$ cat src/rtl/lock_pkg.sv
// lock_pkg
//   Shared definitions for the combination-lock digit interface: the sender
//   state encoding, seven-segment patterns (active-low, gfedcba) and the
//   default code geometry. The lock-side FSM imports the same package.
package lock_pkg;

   typedef enum logic [2:0] {
      IDLE,
      LOAD,
      ARMED,
      SEND,
      DONE
   } state_t;

   localparam int N_DIGITS_DEF = 6;
   localparam int DIGIT_W_DEF  = 4;

   localparam logic [6:0] SEG_0   = 7'b1000000;
   localparam logic [6:0] SEG_1   = 7'b1111001;
   localparam logic [6:0] SEG_2   = 7'b0100100;
   localparam logic [6:0] SEG_3   = 7'b0110000;
   localparam logic [6:0] SEG_4   = 7'b0011001;
   localparam logic [6:0] SEG_5   = 7'b0010010;
   localparam logic [6:0] SEG_6   = 7'b0000010;
   localparam logic [6:0] SEG_7   = 7'b1111000;
   localparam logic [6:0] SEG_8   = 7'b0000000;
   localparam logic [6:0] SEG_9   = 7'b0010000;
   localparam logic [6:0] SEG_OFF = 7'b1111111;

endpackage

$ cat src/rtl/seg7_decode.sv
// seg7_decode
//   Combinational 4-bit value to active-low seven-segment pattern (gfedcba).
//   Values 10..15 blank the display, which the sender uses to show "off".
// Ports:
//   value  in   4  value to display
//   seg    out  7  active-low segment pattern
module seg7_decode
   import lock_pkg::*;
(
   input  logic [3:0] value,
   output logic [6:0] seg
);

   always_comb begin
      seg = SEG_OFF;
      case (value)
         4'd0:    seg = SEG_0;
         4'd1:    seg = SEG_1;
         4'd2:    seg = SEG_2;
         4'd3:    seg = SEG_3;
         4'd4:    seg = SEG_4;
         4'd5:    seg = SEG_5;
         4'd6:    seg = SEG_6;
         4'd7:    seg = SEG_7;
         4'd8:    seg = SEG_8;
         4'd9:    seg = SEG_9;
         default: seg = SEG_OFF;
      endcase
   end

endmodule

$ cat src/rtl/lock_code_sender.sv
// lock_code_sender
//   Stores an operator-entered code of N_DIGITS decimal digits and replays it
//   to the lock-side checker, one digit per valid/ready transfer.
//   Every output is registered from the next-state values, so outputs line
//   up with the state they describe.
// Ports:
//   clk        in   1        rising-edge clock
//   rst_n      in   1        asynchronous active-low reset
//   digit_in   in   DIGIT_W  digit stored on load
//   load       in   1        strobe: store digit_in
//   start      in   1        strobe: begin replay
//   clear      in   1        synchronous discard, back to IDLE
//   ready      in   1        lock accepts a digit this cycle
//   digit_out  out  DIGIT_W  digit offered to the lock
//   valid      out  1        digit_out is valid
//   busy       out  1        replay in progress
//   done       out  1        replay complete
//   err        out  1        one-cycle pulse on a rejected strobe
//   hex0       out  7        current digit (active-low segments)
//   hex1       out  7        loaded / sent count (active-low segments)
module lock_code_sender
   import lock_pkg::*;
#(
   parameter int N_DIGITS  = N_DIGITS_DEF,
   parameter int DIGIT_W   = DIGIT_W_DEF,
   parameter int MAX_DIGIT = 9
) (
   input  logic               clk,
   input  logic               rst_n,
   input  logic [DIGIT_W-1:0] digit_in,
   input  logic               load,
   input  logic               start,
   input  logic               clear,
   input  logic               ready,
   output logic [DIGIT_W-1:0] digit_out,
   output logic               valid,
   output logic               busy,
   output logic               done,
   output logic               err,
   output logic [6:0]         hex0,
   output logic [6:0]         hex1
);

   localparam int PW = $clog2(N_DIGITS + 1);
   localparam logic [PW-1:0] LAST_IDX = PW'(N_DIGITS - 1);

   state_t             state_reg, state_next;
   logic [PW-1:0]      wr_ptr_reg, wr_ptr_next;
   logic [PW-1:0]      rd_idx_reg, rd_idx_next;
   logic [DIGIT_W-1:0] code_reg  [N_DIGITS];
   logic [DIGIT_W-1:0] code_next [N_DIGITS];
   logic               err_next;
   logic               legal_digit;

   logic [DIGIT_W-1:0] digit_next;
   logic [3:0]         hex0_val, hex1_val;
   logic [6:0]         hex0_seg, hex1_seg;

   assign legal_digit = (digit_in <= DIGIT_W'(MAX_DIGIT));

   // Next-state logic. Priority within a cycle: clear > start > load.
   always_comb begin
      state_next  = state_reg;
      wr_ptr_next = wr_ptr_reg;
      rd_idx_next = rd_idx_reg;
      code_next   = code_reg;
      err_next    = 1'b0;

      if (clear) begin
         state_next  = IDLE;
         wr_ptr_next = '0;
         rd_idx_next = '0;
         for (int i = 0; i < N_DIGITS; i++) begin
            code_next[i] = '0;
         end
      end else begin
         case (state_reg)
            IDLE, LOAD: begin
               if (start) begin
                  err_next = 1'b1;
               end else if (load) begin
                  if (!legal_digit) begin
                     err_next = 1'b1;
                  end else begin
                     code_next[wr_ptr_reg] = digit_in;
                     wr_ptr_next           = wr_ptr_reg + PW'(1);
                     // Filling the last slot arms the sender, so wr_ptr
                     // never runs past N_DIGITS.
                     state_next = (wr_ptr_reg == LAST_IDX) ? ARMED : LOAD;
                  end
               end
            end
            ARMED: begin
               err_next = load;
               if (start) begin
                  rd_idx_next = '0;
                  state_next  = SEND;
               end
            end
            SEND: begin
               err_next = load | start;
               if (valid && ready) begin
                  if (rd_idx_reg == LAST_IDX) begin
                     state_next = DONE;
                  end else begin
                     rd_idx_next = rd_idx_reg + PW'(1);
                  end
               end
            end
            DONE: begin
               err_next = load;
               if (start) begin
                  rd_idx_next = '0;
                  state_next  = SEND;
               end
            end
            default: state_next = IDLE;
         endcase
      end
   end

   // Display and data selection from the values the registers are about to
   // take. A value of 4'hF blanks hex0 in IDLE.
   always_comb begin
      digit_next = '0;
      hex0_val   = 4'hF;
      hex1_val   = 4'(wr_ptr_next);
      case (state_next)
         LOAD, ARMED: begin
            hex0_val = 4'(code_next[wr_ptr_next - PW'(1)]);
         end
         SEND: begin
            digit_next = code_next[rd_idx_next];
            hex0_val   = 4'(code_next[rd_idx_next]);
            hex1_val   = 4'(rd_idx_next);
         end
         DONE: begin
            hex0_val = 4'(code_next[LAST_IDX]);
            hex1_val = 4'(N_DIGITS);
         end
         default: ;
      endcase
   end

   seg7_decode u_seg_hex0 (
      .value (hex0_val),
      .seg   (hex0_seg)
   );

   seg7_decode u_seg_hex1 (
      .value (hex1_val),
      .seg   (hex1_seg)
   );

   always_ff @(posedge clk or negedge rst_n) begin
      if (!rst_n) begin
         state_reg  <= IDLE;
         wr_ptr_reg <= '0;
         rd_idx_reg <= '0;
         for (int i = 0; i < N_DIGITS; i++) begin
            code_reg[i] <= '0;
         end
         digit_out  <= '0;
         valid      <= 1'b0;
         busy       <= 1'b0;
         done       <= 1'b0;
         err        <= 1'b0;
         hex0       <= SEG_OFF;
         hex1       <= SEG_0;
      end else begin
         state_reg  <= state_next;
         wr_ptr_reg <= wr_ptr_next;
         rd_idx_reg <= rd_idx_next;
         code_reg   <= code_next;
         digit_out  <= digit_next;
         valid      <= (state_next == SEND);
         busy       <= (state_next == SEND);
         done       <= (state_next == DONE);
         err        <= err_next;
         hex0       <= hex0_seg;
         hex1       <= hex1_seg;
      end
   end

endmodule

$ cat config.mk
export PLATFORM = sky130hd
export DESIGN_NAME = lock_code_sender
export DESIGN_NICKNAME = d
export VERILOG_FILES = /design/src/rtl/lock_pkg.sv /design/src/rtl/seg7_decode.sv /design/src/rtl/lock_code_sender.sv
export SDC_FILE = /design/constraint.sdc
export NUM_CORES = 1
export LEC_CHECK = 0
export ABC_AREA = 0
export CAP_MARGIN = 20
export CORE_MARGIN = 2
export CORE_UTILIZATION = 58
export CTS_CLUSTER_SIZE = 16
export DETAILED_ROUTE_END_ITERATION = 10
export PLACE_DENSITY = 0.88
export REMOVE_ABC_BUFFERS = 1
export SETUP_SLACK_MARGIN = 0.2
export SKIP_LAST_GASP = 1
export SYNTH_ARGS = -nofsm -noshare
export SYNTH_HDL_FRONTEND = slang
export SYNTH_SLANG_ARGS = --single-unit
$ cat constraint.sdc
create_clock -name clk -period 5.2 [get_ports clk]
set_input_delay 0.52 -clock clk [delete_from_list [all_inputs] [get_ports clk]]
set_output_delay 0.52 -clock clk [all_outputs]
set_load 0.05 [all_outputs]
==> Word-level counts from Yosys, hierarchy flattened <==
Memories as Yosys holds them, arrays and structs flattened. A register that Yosys moved wholly into a read port is not among the register bits.
Cells that the tools add are included.
W data, S select, Z words.
{ "totals": {"mem_count": 2, "ramBits": 0, "rom_bits": 224, "reg_bits": 40, "latchBits": 0, "inputBits": 10, "wordCells": 86, "out_inout_bits": 22} }
{ "memory_table": {"columns": ["memory", "depth", "word_bits", "read_ports", "rd_ports_with_merged_regs", "write_ports", "line", "source"], "rows": [
  ["(name not given)", 16, 7, 1, 1, 0, "seg7_decode.sv:16", "case (value)"],
  ["(name not given)", 16, 7, 1, 1, 0, "seg7_decode.sv:16", null]
]} }
{ "op_classes": {"n_addsub": 3, "n_lt_le_gt_ge": 5, "reduce_logical": 8, "shift": 0, "mux": 41, "div": 0, "multipliers": 0, "bitwise_logic": 4, "eq_ne": 10} }
{ "op_table": {"columns": ["operator", "count"], "rows": [
  ["$mux W24", 5],
  ["$mux W3", 16],
  ["$bmux W4 S3", 2],
  ["$bwmux W24", 1],
  ["$mux W4", 6],
  ["$demux W4 S3", 1],
  ["$eq A3 B2 Y1 const B", 4],
  ["$eq A3 B3 Y1 const B", 4],
  ["$ge A4 B4 Y1 const B", 3],
  ["$not A3 Y4", 3],
  ["$pmux W3 S2", 2],
  ["$pmux W4 S3", 1],
  ["$pmux W3 S3", 1],
  ["$add A3 B1 Y3 const B", 2],
  ["$eq A3 B1 Y1 const B", 2],
  ["$reduce_or A2 Y1", 3],
  ["$le A4 B4 Y1 const B", 1],
  ["$lt A4 B1 Y1 const B", 1],
  ["$mux W1", 4],
  ["$logic_not A3 Y1", 1],
  ["$pmux W1 S3", 1],
  ["$sub A3 B1 Y3 const B", 1],
  ["$logic_and A1 B1 Y1", 2],
  ["$logic_not A1 Y1", 2],
  ["2 further kinds", 2]
]} }

==> Logic depth before layout (Yosys ltp) <==
{ "depth": {"word_depth": 15, "depth_mapped": 18, "ltp_nobuf": 16} }

==> By module <==
From an unflattened synthesis, not the netlist that was laid out.
{ "hier_totals": {"hier_cells": 360, "area_unflattened_um2": 3448.3} }
{ "modules_own_cells": {"columns": ["mod", "cells_each", "area_per_inst_um2", "instances", "seq_area_each_um2"], "rows": [
  ["lock_code_sender", 300, 3040.4, 1, 1361.3],
  ["seg7_decode", 30, 203.9, 2, 0.0]
]} }

==> Least setup slack after synthesis <==
No wires, ideal clock.
{ "synth_path": {"path_type": "input-to-reg", "start": "in start", "end": "reg hex0[3]", "cell_stages": 16, "path_slack_ps": 1204, "path_buffers": 1, "arrival_ps": 3910, "cell_sequence": "or4b_1 > clkbuf_1 > nor2_1 > nor2_1 > a211oi_1 > inv_1 > ha_1 > nor2b_1 > a21boi_0 > o311ai_0 > o311ai_1 > nand3_1 > or3b_1 > ha_1 > nor3b_1 > nor3_1"} }
{ "synth_via": {"elab_chain_cells": 9, "elab_cells_between_ends": 28} }
{ "synth_rtl": {"columns": ["item", "line", "source"], "rows": [
  ["start, declared", "lock_code_sender.sv:32", "input logic start,"],
  ["$mux W3", "lock_code_sender.sv:79", "if (start) begin"],
  ["$mux W3", "lock_code_sender.sv:77", "case (state_reg)"],
  ["$mux W3", "lock_code_sender.sv:69", "if (clear) begin"],
  ["net wr_ptr_next[1]", "lock_code_sender.sv:48", "logic [PW-1:0] wr_ptr_reg, wr_ptr_next;"],
  ["$sub A3 B1 Y3", "lock_code_sender.sv:130", "hex0_val = 4'(code_next[wr_ptr_next - PW'(1)]);"],
  ["$not A3 Y4 (not written as such)", "lock_code_sender.sv:130", null],
  ["$bmux W4 S3", "lock_code_sender.sv:130", null],
  ["$mux W4 (not written as such) (2 in a row)", "lock_code_sender.sv:130", null],
  ["$pmux W4 S3", "lock_code_sender.sv:128", "case (state_next)"],
  ["end, declared", "lock_code_sender.sv:40", "output logic [6:0] hex0,"]
]} }
The timed path passes the listed nets, and every way through them passes these cells. The select of a mux whose other input is x is not followed.

==> Worst setup path in the final report <==
Same ends and word-level chain as after synthesis.

==> impl_metrics.tcl <==
set metrics [dict create \
    status "complete, no violations" \
    cts_resized 0 \
    crit_type "in -> reg" \
    yosysTopAreaCell "dfrtp_1" \
    ys_top_cells_by_count "52 x nor2_1, 46 x dfrtp_1, 28 x mux2i_1" \
    clock_path_buffers 2 \
    layout.nets 428 \
    max_stage_delay_ns 0.59 \
    cts_tree "yes" \
    synth_area_um2 3550 \
    gr-total-overflow 0 \
    regArea_um2 1360 \
    place_inst 473 \
    startpoint_type "input pin" \
    cpLargestDelayFamily "simple AND/OR/NAND/NOR gates" \
    yosysMostFrequentCell "nor2_1" \
    fmax_ghz 0.215 \
    antenna_cells 0 \
    swShare_pct 35.0 \
    largest_reg_flops 24 \
    dpl.hpwl_mm 6.44 \
    finalHoldViolations 0 \
    grt_pass1_vias 2983 \
    crit_slowest_cell "or4b_1" \
    period_needed_ns 4.65 \
    clkTransAtPathRegs_ns 0.10 \
    antenna_found_initial 0 \
    avgViaCountPerCell 6.59 \
    routedWlPerCell_um 18.3 \
    drive_gt1_share_pct 11.3 \
    grt_max_degree 55 \
    core-area_um2 5920 \
    io_pins 32 \
    p_seq_share_pct 46.7 \
    post-route-worst-setup-slack_ns 0.546 \
    slew_headroom_pct 38.4 \
    port_buffers 31 \
    multi_input_area_um2 2000 \
    totalWireLength_mm 8.81 \
    netlist_instances 381 \
    synth_edf_count 0 \
    grt_usage_pct 28.0 \
    die_y_um 82.2 \
    avgSynthCellArea_um2 9.31 \
    setup_viol_count_final 0 \
    reg2reg_to "hex0[3]$_DFF_PN1_" \
    worst_slew_pin_slew_ns 0.919 \
    worstPathCellList "clkdlybuf4s50_1 -> or4b_1 -> nor2_1 -> nor2_1 -> a211oi_1 -> inv_1 -> ha_1 -> nor2b_1 -> a21boi_0 -> o311ai_0 -> o311ai_1 -> nand3_1 -> or3b_1 -> ha_1 -> nor3b_1 -> nor3_1" \
    path_max_fanout 9 \
    htree_levels 2 \
    clkPwrFrac_pct 23.2 \
    yosysWarnings 0 \
    grt_pass1_wl_mm 14.4 \
    skew_ns 0.00675 \
    grt_setup_unrepaired "no" \
    area_growth_pct 12.7 \
    clk_latency_ns 0.31 \
    p_comb_share_pct 30.1 \
    power.density_nw_per_um2 251 \
    row_count 28 \
    cts-root-buf "clkbuf_8" \
    place_congestion 0.983 \
    synth_area_leaders "dfrtp_1 32%, mux2i_1 7.9%, dfstp_2 5.9%" \
    r2r_start "state_reg[1]$_DFF_PN0_" \
    internal_power_uw 653 \
    synth_top_cell_area_share_pct 32.5 \
    ys_async_sr_fraction_pct 100 \
    instances_no_fill 481 \
    numCtsBuffers 5 \
    yosys_register_bits 54 \
    numClockSinks 54 \
    cts_hold_buffers 0 \
    seq_area_frac_synth_pct 38.4 \
    drv_cap 0 \
    drtAntennaViolNets 0 \
    drtIter0Drc 284 \
    place_ws_ns 0.321 \
    path_buf_inv 2 \
    fin_crit_sh_pct 89.5 \
    switchingPower_uw 351 \
    ys_types 72 \
    drc_errors 0 \
    hp-class "in -> async" \
    ys.flop_type "dfrtp_1" \
    num_vias 3171 \
    r2r_setup_slack_ns 0.72 \
    tns_ns 0 \
    drv_slew 0 \
    die_area_um2 6760 \
    total_power_mw 1.00 \
    vdd_drop_max_v 0.000164 \
    worstPathRequired_ns 5.44 \
    dr.pass1.iters 5 \
    fillers 459 \
    die_x_um 82.2 \
    ff2ff_path_depth 15 \
    crit_path_end_kind "register" \
    cts_setup_buffers 0 \
    cp.arrival_ns 4.89 \
    power.leakage_nw 1.76 \
    start_util_pct 59.9 \
]
## placed cells by master (no fill, tap or decap), types with 4 or more instances in the layout
cell	instances
ha_1	13
mux2i_1	28
nand4_1	8
a211oi_1	4
inv_1	16
mux2_2	4
a31oi_1	5
dfrtp_1	46
o21ai_0	10
dfstp_2	8
nand2_1	21
buf_4	10
clkdlybuf4s50_1	30
o21ai_1	4
nor2b_1	5
nand3_1	6
clkbuf_8	5
o22ai_1	7
nor2_1	52
nor4_1	5
nor3_1	17
nand2b_1	6
a21oi_1	15
## layer usage
layer,global-route usage (%),wire length [um],up-vias
met5,0,0,-
met4,10.0,195,0
met3,5.98,792,27
met2,43.9,4200,172
met1,38.3,3630,1515
li1,-,-,1457
## worst register-to-register path, cell delays in order, from the launching register on
cell and delay (ns):
dfrtp_1 0.55, or4b_1 0.60, nor2_1 0.47, nor2_1 0.09
a211oi_1 0.37, inv_1 0.09, ha_1 0.38, nor2b_1 0.19
a21boi_0 0.15, o311ai_0 0.13, o311ai_1 0.15, nand3_1 0.15
or3b_1 0.45, ha_1 0.33, nor3b_1 0.24, nor3_1 0.07
## power by group through the flow
stage | Combinational (mW) | Clock (mW) | Sequential, mW
floorplan | 0.125 | 0 | 0.547
global placement | 0.293 | 0 | 0.476
detailed placement | 0.299 | 0 | 0.477
CTS | 0.300 | 0.239 | 0.469
global route | 0.327 | 0.257 | 0.473
finish | 0.302 | 0.233 | 0.469
## cell type report
class / instances / share of cell area [%]
inverter: 18 / 1.69
sequential: 54 / 34.1
clock buffer: 6 / 1.82
timing repair buffer: 41 / 9.52
multi-input combinational: 285 / 50.2
clock inverter: 2 / 0.376
tap: 75 / 2.35
## cells by family (layout without fill, tap and decap cells)
family / after synthesis / in the layout / share of synthesized area, %
and+or+nand+nor: 147 / 147 / 22.6
AOI/OAI and AO/OA: 89 / 89 / 18.4
muxes: 33 / 33 / 9.81
DFF: 54 / 54 / 38.4
buffers and inverters: 42 / 67 / 5.08
adders and majority gates: 13 / 13 / 4.59
xor gates and xnor gates: 3 / 3 / 1.13
## how the worst max path moves through the flow
stage / from / to / depth (start not counted)
2_1_floorplan: start / hex0[3]$_DFF_PN1_ / 15
3_3_place_gp: start / hex0[3]$_DFF_PN1_ / 16
3_5_place_dp: start / hex0[3]$_DFF_PN1_ / 16
4_1_cts: start / hex0[3]$_DFF_PN1_ / 16
5_1_grt: start / hex0[3]$_DFF_PN1_ / 15
6_report: start / hex0[3]$_DFF_PN1_ / 16
## metrics by stage
step | instance area [um^2] | hold WS, ns | util [%]
finish | 4000 | 0.318 | 67.5
global route | 4000 | 0.388 | 67.5
CTS | 4000 | 0.348 | 67.5
detailed placement | 3910 | 0.520 | 66.0
global placement | 3910 | 0.507 | 66.0
floorplan | 3430 | 0.224 | -
Power figures use the tool's default switching activity.
